File: src/rtl/inst_fetch_axi.sv
// Instruction-fetch stage: turns each (pc, ce) request into one AXI-Lite read and
// presents the returned word with its PC through a one-entry valid/ready buffer.
module inst_fetch_axi #(
   parameter int unsigned       ADDR_W   = 32,
   parameter int unsigned       DATA_W   = 32,
   parameter logic [DATA_W-1:0] NOP_INST = 32'h00000000,
   parameter logic [2:0]        ARPROT   = 3'b100
) (
   input  logic              clk,
   input  logic              rst,
   input  logic [ADDR_W-1:0] pc_i,
   input  logic              ce_i,
   input  logic              flush_i,
   input  logic              inst_ready_i,
   output logic [DATA_W-1:0] inst_o,
   output logic [ADDR_W-1:0] inst_pc_o,
   output logic              inst_valid_o,
   output logic              inst_err_o,
   output logic              stallreq_o,
   output logic [ADDR_W-1:0] m_araddr,
   output logic [2:0]        m_arprot,
   output logic              m_arvalid,
   input  logic              m_arready,
   input  logic [DATA_W-1:0] m_rdata,
   input  logic [1:0]        m_rresp,
   input  logic              m_rvalid,
   output logic              m_rready
);

   typedef enum logic [1:0] {IDLE, ADDR, DATA} state_t;

   state_t state;
   state_t next_state;
   logic   discard;
   logic   launch;
   logic   ar_hs;
   logic   r_hs;
   logic   beat_write;
   logic   resp_err;

   // A full buffer that is not draining blocks launch, so a beat never lands on a stalled entry.
   assign launch     = ce_i && !flush_i && !(inst_valid_o && !inst_ready_i);
   assign ar_hs      = (state == ADDR) && m_arvalid && m_arready;
   assign r_hs       = (state == DATA) && m_rvalid && m_rready;
   assign beat_write = r_hs && !discard && !flush_i;
   assign resp_err   = (m_rresp != 2'b00);
   assign m_arprot   = ARPROT;

   // PC may advance only in the cycle a beat that will be kept is accepted.
   assign stallreq_o = ce_i && !((state == DATA) && m_rvalid && !discard && !flush_i);

   always_ff @(posedge clk) begin
      if (rst) begin
         state <= IDLE;
      end else begin
         state <= next_state;
      end
   end

   always_comb begin
      next_state = state;
      case (state)
         IDLE:    if (launch) next_state = ADDR;
         ADDR:    if (ar_hs)  next_state = DATA;
         DATA:    if (r_hs)   next_state = IDLE;
         default: next_state = IDLE;
      endcase
   end

   always_ff @(posedge clk) begin
      if (rst) begin
         m_araddr     <= '0;
         m_arvalid    <= 1'b0;
         m_rready     <= 1'b0;
         discard      <= 1'b0;
         inst_o       <= '0;
         inst_pc_o    <= '0;
         inst_err_o   <= 1'b0;
         inst_valid_o <= 1'b0;
      end else begin
         if ((state == IDLE) && launch) begin
            m_araddr  <= pc_i;
            m_arvalid <= 1'b1;
         end
         if (ar_hs) begin
            m_arvalid <= 1'b0;
            m_rready  <= 1'b1;
         end
         if (r_hs) begin
            m_rready <= 1'b0;
         end

         // A flushed transaction still runs to completion on AXI; its beat is dropped.
         if (r_hs) begin
            discard <= 1'b0;
         end else if (flush_i && (state != IDLE)) begin
            discard <= 1'b1;
         end

         if (beat_write) begin
            inst_o       <= resp_err ? NOP_INST : m_rdata;
            inst_err_o   <= resp_err;
            inst_pc_o    <= m_araddr;
            inst_valid_o <= 1'b1;
         end else if (flush_i || (inst_ready_i && inst_valid_o)) begin
            inst_valid_o <= 1'b0;
         end
      end
   end

endmodule

File: config.mk
export PLATFORM = sky130hd
export DESIGN_NAME = inst_fetch_axi
export DESIGN_NICKNAME = d
export VERILOG_FILES = /design/src/rtl/inst_fetch_axi.sv
export SDC_FILE = /design/constraint.sdc
export NUM_CORES = 1
export LEC_CHECK = 0
export ABC_AREA = 1
export BUFFER_PORTS_ARGS = -buffer_cell sky130_fd_sc_hd__buf_2
export CORE_UTILIZATION = 52
export DETAILED_ROUTE_END_ITERATION = 8
export PLACE_DENSITY = 0.85
export SLEW_MARGIN = 40
export SYNTH_ARGS = -nofsm -noshare
export SYNTH_HDL_FRONTEND = slang
export SYNTH_SLANG_ARGS = --single-unit
File: constraint.sdc
create_clock -name clk -period 2.25 [get_ports clk]
set_clock_uncertainty 0.05 [all_clocks]
set_input_delay 0.45 -clock clk [delete_from_list [all_inputs] [get_ports clk]]
set_output_delay 0.45 -clock clk [all_outputs]
set_load 0.01 [all_outputs]
# [Yosys cells after proc, flatten, opt, wreduce, memory -nomap -nowiden]
# Cells that the tools add are included.
[classes] eq_ne=5 mux=7 n_reduce_logical=28
[op_table] operator="$mux 32" count=1
[op_table] operator="$logic_and 1x1->1" count=15
[op_table] operator="$mux 2" count=3
[op_table] operator="$ne 2x2->1 const B" count=3
[op_table] operator="$pmux 2 s3" count=1
[op_table] operator="$reduce_bool 2->1" count=3
[op_table] operator="$logic_not 1->1" count=5
[op_table] operator="$reduce_or 2->1" count=2
[op_table] operator="$reduce_and 3->1" count=1
[op_table] operator="$eq 2x1->1 const B" count=1
[op_table] operator="$eq 2x2->1 const B" count=1
[op_table] operator="$logic_not 2->1" count=1
[op_table] operator="$mux 1" count=2
[op_table] operator="$logic_or 1x1->1" count=1
[word_totals] ff_bits=103 in_bits=73 output_inout_bits=104

# [Logic depth before layout (Yosys ltp)]
# Gate-level depths: netlist (run 1).
[logic_depth] ltp_word=6 ltp_mapped=8

# [Worst setup path before layout (run 1)]
# No wires, ideal clock.
[synth_timing] path_type="input port to output port" startpoint="input flush_i" endpoint="output stallreq_o" arrival_time_ns=0.895 t_required_ns=1.750 slack_ns=0.855 stages=3 path_cell_list="nor2_2 -> inv_2 -> o21a_1"
[synth_via] elab_chain_cells=4
[synth_lines] element="from (decl)" line_no="13" source="input logic flush_i,"
[synth_lines] element="$logic_not 1->1" line_no="50" source="assign stallreq_o = ce_i && !((state == DATA) && m_rvalid && !discard && !flush_i);"
[synth_lines] element="$logic_and 1x1->1" line_no="50"
[synth_lines] element="$logic_not 1->1" line_no="50"
[synth_lines] element="$logic_and 1x1->1" line_no="50"
[synth_lines] element="to (decl)" line_no="19" source="output logic stallreq_o,"
# No other way between the ends.

# [Worst setup path after layout (run 1)]
[layout_timing] startpoint="register discard" endpoint="output stallreq_o"
[layout_via] elab_chain_cells=5
[layout_lines] element="from (decl)" line_no="34" source="logic discard;"
[layout_lines] element="from (signal assigned)" line_no="75" source="discard <= 1'b0;"
[layout_lines] element="from (signal assigned)" line_no="95" source="discard <= 1'b0;"
[layout_lines] element="from (signal assigned)" line_no="97" source="discard <= 1'b1;"
[layout_lines] element="$logic_not 1->1" line_no="50"
[layout_lines] element="$logic_and 1x1->1 (2 in a row)" line_no="50"
[layout_lines] element="$logic_not 1->1" line_no="50"
[layout_lines] element="$logic_and 1x1->1" line_no="50"
# No other way between the ends.

==> results.cfg, run 1 <==
[place]
gp_congestion = 0.800
place_ws_ns = 0.457
portBuffers = 173
place_inst = 893
placed_area_um2 = 5190
dp_hpwl_mm = 7.57

[worst_setup_path]
path_delay_family = flip-flops
start_kind = flip-flop
critPathBufInv = 2
cp_cell_sequence = nor2_4 > inv_2 > o21a_1 > buf_2
path_max_fanout = 9
crit_path_max_incr_delay_ns = 0.35
crit_type = reg2out
critPathSlowestCell = dfxtp_1
endpoint_kind = output port
crit_required_ns = 1.75
crit_arrival_ns = 1.34

[sta]
rsz0062_at_grt = false
slew_headroom = 0.619
tightest_slew_ns = 0.570
slew_viol_final = 0
hold_violations = 0
fin_setup_tns_ns = 0
fin_ws_ns = 0.409
fmax_mhz = 543
fin_crit_ns = 1.84
timing.final.crit_share = 0.818
setup_viol = 0

[power]
p_per_area_nw_per_um2 = 618
p_comb_frac = 0.117
power_leakage_nw = 2.90
intPower_mw = 2.43
p_clk_frac = 0.312
ir_drop_mv = 0.319
p_seq_frac = 0.571
switching_power_mw = 0.888
swShare = 0.268

[die]
core_area_um2 = 7850
die_h_um = 92.9
dieArea_um2 = 8630
io_pins = 177
die_x_um = 92.9
start_util = 0.547
num_rows = 32

[routing]
viasPerCell = 4.73
route.detailed.drc = 0
wl_per_cell_um = 11.7
drtAntennaViolNets = 0
wl_mm = 10.6
num_vias = 4302
drtIter0Drc = 181
dr.pass1.iters = 4

[hold_path]
hp-class = in2reg

[yosys]
yosys.area.top_type = dfxtp_1
syn-instance-count = 648
ys_warn_count = 0
synth_edf_count = 0
synth_common_cells = 206 x nor2_1, 166 x nand2_1, 103 x dfxtp_1, 61 x nand3_1, 53 x inv_1
ys_seq_area_frac = 0.480
synth-main-ff-cell = dfxtp_1
postSynth.asyncResetShare = 0
yosysUniqueCellTypes = 18
yosysMostFrequentCell = nor2_1
synth_area_um2 = 4290
ys_top_cells_by_area = dfxtp_1 48%, nor2_1 18%, nand2_1 15%
synth-seq-cells = 103
synth_top_area_share = 0.480
avgSynthCellArea_um2 = 6.63

[job]
drv_cap = 0

[global_routing]
overflow = 0
grt_usage = 0.244
first_global_vias = 3961
grt_max_degree = 67
antenna_found_initial = 0
grt_pass1_wl_mm = 17.0

[clock_tree]
cts_buffers = 9
clockBufferDepth = 2
htree_levels = 3
clkTransAtPathRegs_ns = 0.10
cts_resized = 0
clockRootBuffer = clkbuf_8
hold_buffers = 0
clk_latency_ns = 0.35
cts_sinks = 103
postCtsSetupRepairBufs = 0
cts_tree = done

[finish]
drive_above_1_share = 0.255
seqCellArea_um2 = 2060
num_antenna_cells = 0
finalNonFillerCells = 909
fin_area_um2 = 5370
multiInputGateArea_um2 = 1820
nFillCells = 714
areaGrowthSynthToFinish_pct = 25.0
finalNetCount = 875
fin_util = 0.684

[status]
outcome = finished, final reports clean
==> layout make-up <==
type,instances,share of cell area
Sequential cell,103,0.384
Clock buffer,10,0.0238
Clock inverter,6,0.00839
Inverter,55,0.0385
Multi-Input combinational cell,450,0.339
Timing Repair Buffer,183,0.182
Tap cell,102,0.0238
==> worst register-to-register path, delay by kind of cell, from the launching register on <==
kind	cells	cell delay [ns]
and+or+nand+nor	4	1.09
DFF	1	0.35
==> path summary, 6_finish.rpt <==
path	start	endpoint	slack, ns	cells after the start
worst min register to register	m_arvalid$_SDFFE_PP0P_	m_arvalid$_SDFFE_PP0P_	0.42	2
worst min-delay path	pc_i[9]	m_araddr[9]$_SDFFE_PP0P_	0.26	3
worst max-delay path	discard$_SDFFE_PP0P_	stallreq_o	0.41	4
worst max register to register	discard$_SDFFE_PP0P_	inst_o[4]$_SDFFE_PP0P_	0.66	4
==> stage by stage <==
stage          hold WS, ns  power [mW]
5_1_grt              0.254        3.46
3_5_place_dp         0.404        2.32
4_1_cts              0.246        3.34
2_1_floorplan        0.425        2.16
3_3_place_gp         0.400        2.31
6_report             0.260        3.31
==> power by group through the flow <==
stage                     registers [mW]  clock network (mW)  logic [mW]
after floorplan                     1.95                   0       0.207
after global placement              1.93                   0       0.376
after detailed placement            1.94                   0       0.387
after CTS                           1.89                1.06       0.389
after global routing                1.90                1.12       0.436
final                               1.89                1.03       0.387
==> layer usage <==
| metal | up-vias | global-route usage | wire length, um |
|---|---|---|---|
| met1 | 1921 | 0.278 | 4480 |
| met4 | 0 | 0.0936 | 216 |
| li1 | 2229 | - | - |
| met5 | - | 0 | 0 |
| met2 | 134 | 0.450 | 5380 |
| met3 | 18 | 0.0402 | 514 |
==> state kept, by name, indices dropped and copies added, names as in the netlist <==
register	cells
m_rready	1
m_arvalid	1
inst_valid_o	1
discard	1
m_araddr	32
state	2
inst_pc_o	32
inst_o	32
inst_err_o	1
==> placed cells by master, fill, tap and decap left out <==
cell type	instances
conb_1	3
inv_2	2
clkinvlp_4	3
nand2_1	166
clkinv_2	1
buf_12	3
clkbuf_1	1
nand3_2	1
a21oi_1	5
inv_6	2
buf_2	173
nor2_4	4
clkbuf_8	9
nor2_2	1
buf_4	7
inv_1	53
nor2_1	206
o21a_1	1
nand4_1	2
nand3_1	61
dfxtp_1	103
==> logic make-up (layout without fill, tap and decap cells) <==
logic type | count (synthesis) | count (layout) | share of synthesized area
simple gates | 441 | 441 | 0.411
flops | 103 | 103 | 0.480
compound gates | 6 | 6 | 0.00758
buf+inv | 96 | 254 | 0.0994
other cells | 2 | 3 | 0.00175
Note: power is estimated with default switching activity, not from simulation.
==> inputs of run 2 (changes only) <==
CORE_UTILIZATION = 48   (was 52)
PLACE_DENSITY = 0.8   (was 0.85)
clock period = 1.7 ns   (was 2.25 ns; I/O delays follow)
==> run 2 against run 1 <==
Net effect: sequential power increased by 33%; via count increased by 0.70%; critical path depth unchanged; cell area increased by 2.0%; final cell count increased by 0.88%; non-clock buffer count increased by 2; count of clock-buffer cells in the layout decreased by 1; worst setup slack got worse by 0.34 ns; wire length decreased by 0.59%; worst hold slack got worse by 0.11 ns; combinational power increased by 34%; first-iteration DRC count decreased by 22%; critical endpoint unchanged; largest power group unchanged.
==> results.cfg, run 2 (synthesized netlist as in run 1, its figures left out) <==
[status]
outcome = finished, final reports clean

[sta]
fmax_mhz = 614
fin_crit_ns = 1.63
timing.final.crit_share = 0.957
setup_viol = 0
rsz0062_at_grt = false
hold_ws_ns = 0.148
hold_violations = 0
slew_viol_final = 0
fin_setup_tns_ns = 0

[finish]
areaGrowthSynthToFinish_pct = 27.4
finalNetCount = 877
mostFrequentLayoutCell = nor2_1
drive_above_1_share = 0.261
num_antenna_cells = 0
largest_registers = inst_o (32), inst_pc_o (32), m_araddr (32)
finalNonFillerCells = 917
layout_common_cells = 206 x nor2_1, 173 x buf_2, 166 x nand2_1
nFillCells = 837
fin_area_um2 = 5470

[global_routing]
antenna_found_initial = 0
grt_max_degree = 67
grt_pass1_wl_mm = 16.1
overflow = 0
grt_usage = 0.220
first_global_vias = 3710

[die]
io_pins = 177
die_h_um = 96.6
core_area_um2 = 8680
dieArea_um2 = 9330
start_util = 0.495
num_rows = 34
die_x_um = 96.6

[routing]
dr.pass1.iters = 4
drtAntennaViolNets = 0
num_vias = 4332
wl_mm = 10.5
route.detailed.drc = 0
viasPerCell = 4.72
wl_per_cell_um = 11.5
drtIter0Drc = 141

[clock_tree]
cts_tree = done
htree_levels = 3
clockBufferDepth = 2
clockRootBuffer = clkbuf_8
cts_buffers = 9
clk_latency_ns = 0.35
clkTransAtPathRegs_ns = 0.10
cts_sinks = 103

[job]
drv_cap = 0

[place]
dp_hpwl_mm = 7.48
place_inst = 901
placed_area_um2 = 5240
portBuffers = 173
gp_congestion = 0.773

[hold_path]
holdPathStages = 2
hp-class = in2reg

[worst_setup_path]
endpoint_kind = output port
cp_cell_sequence = inv_1 > nand3_2 > o21a_1 > buf_2
path_max_fanout = 3
crit_path_max_incr_delay_ns = 0.36
crit_arrival_ns = 1.24
start_kind = flip-flop
critPathSlowestCell = dfxtp_1
crit_cells = 4
crit_type = reg2out
path_delay_family = flip-flops
worst_r2r_path_depth = 7
critPathBufInv = 2
crit_required_ns = 1.31

[power]
p_per_area_nw_per_um2 = 862
ir_drop_mv = 0.413
power_leakage_nw = 2.95
## run 2: cell types whose count changed in the layout (fill, tap and decap cells not counted), sizes merged
cell and delta:
clkbuf -1, buf +2, clkinvlp -3, bufinv +2, inv +1, clkinv +1
## run 2: worst paths after layout
check | start | endpoint | slack, ns
min | rst | inst_valid_o$_SDFFE_PP0P_ | 0.15
max reg2reg | state[1]$_SDFFE_PP0P_ | inst_o[2]$_SDFFE_PP0P_ | 0.30
max | state[0]$_SDFFE_PP0P_ | stallreq_o | 0.07
min reg2reg | m_arvalid$_SDFFE_PP0P_ | m_arvalid$_SDFFE_PP0P_ | 0.42
## run 2: layout make-up
type                            instances  area, um^2  share of cell area
Inverter                               55         206              0.0377
Clock inverter                          7         100              0.0183
Tap cell                              108         135              0.0247
Multi-Input combinational cell        450        1820               0.333
Sequential cell                       103        2060               0.377
Clock buffer                            9         124              0.0226
Timing Repair Buffer                  185        1020               0.186
## run 2: power by group
group / total [mW] / switching, mW / internal (mW) / leakage [nW]
clock: 1.69 / 0.847 / 0.846 / 0.115
sequential: 2.51 / 0.0321 / 2.47 / 0.836
combinational: 0.517 / 0.317 / 0.200 / 2.00
## run 2: worst register-to-register path: stages (launching register included)
cell	delay, ns
dfxtp_1	0.40
inv_1	0.09
nor2_4	0.11
nand3_2	0.12
nor2_4	0.15
buf_4	0.23
nor2_1	0.07
nor2_1	0.12
## run 2: routing by layer
metal,vias up,global-route usage,part of all wire
met3,8,0.0462,0.065
met2,130,0.399,0.50
met4,0,0.0846,0.0086
met5,-,0,0
met1,1951,0.251,0.42
li1,2243,-,-
## run 2: through the flow
step	setup WS, ns	total power [mW]	utilization
after CTS	0.00958	4.76	0.630
after detailed placement	0.306	3.08	0.604
after global placement	0.340	3.06	0.604
after global routing	0.00455	4.93	0.630
after floorplan	0.449	2.86	-
final	0.0723	4.72	0.630
## run 2: timing repair
action,in CTS,in global routing
resized for setup,0,2
endpoints found under the hold margin,0,0
hold buffers,0,0
setup endpoints to repair,0,1
setup buffers,0,0
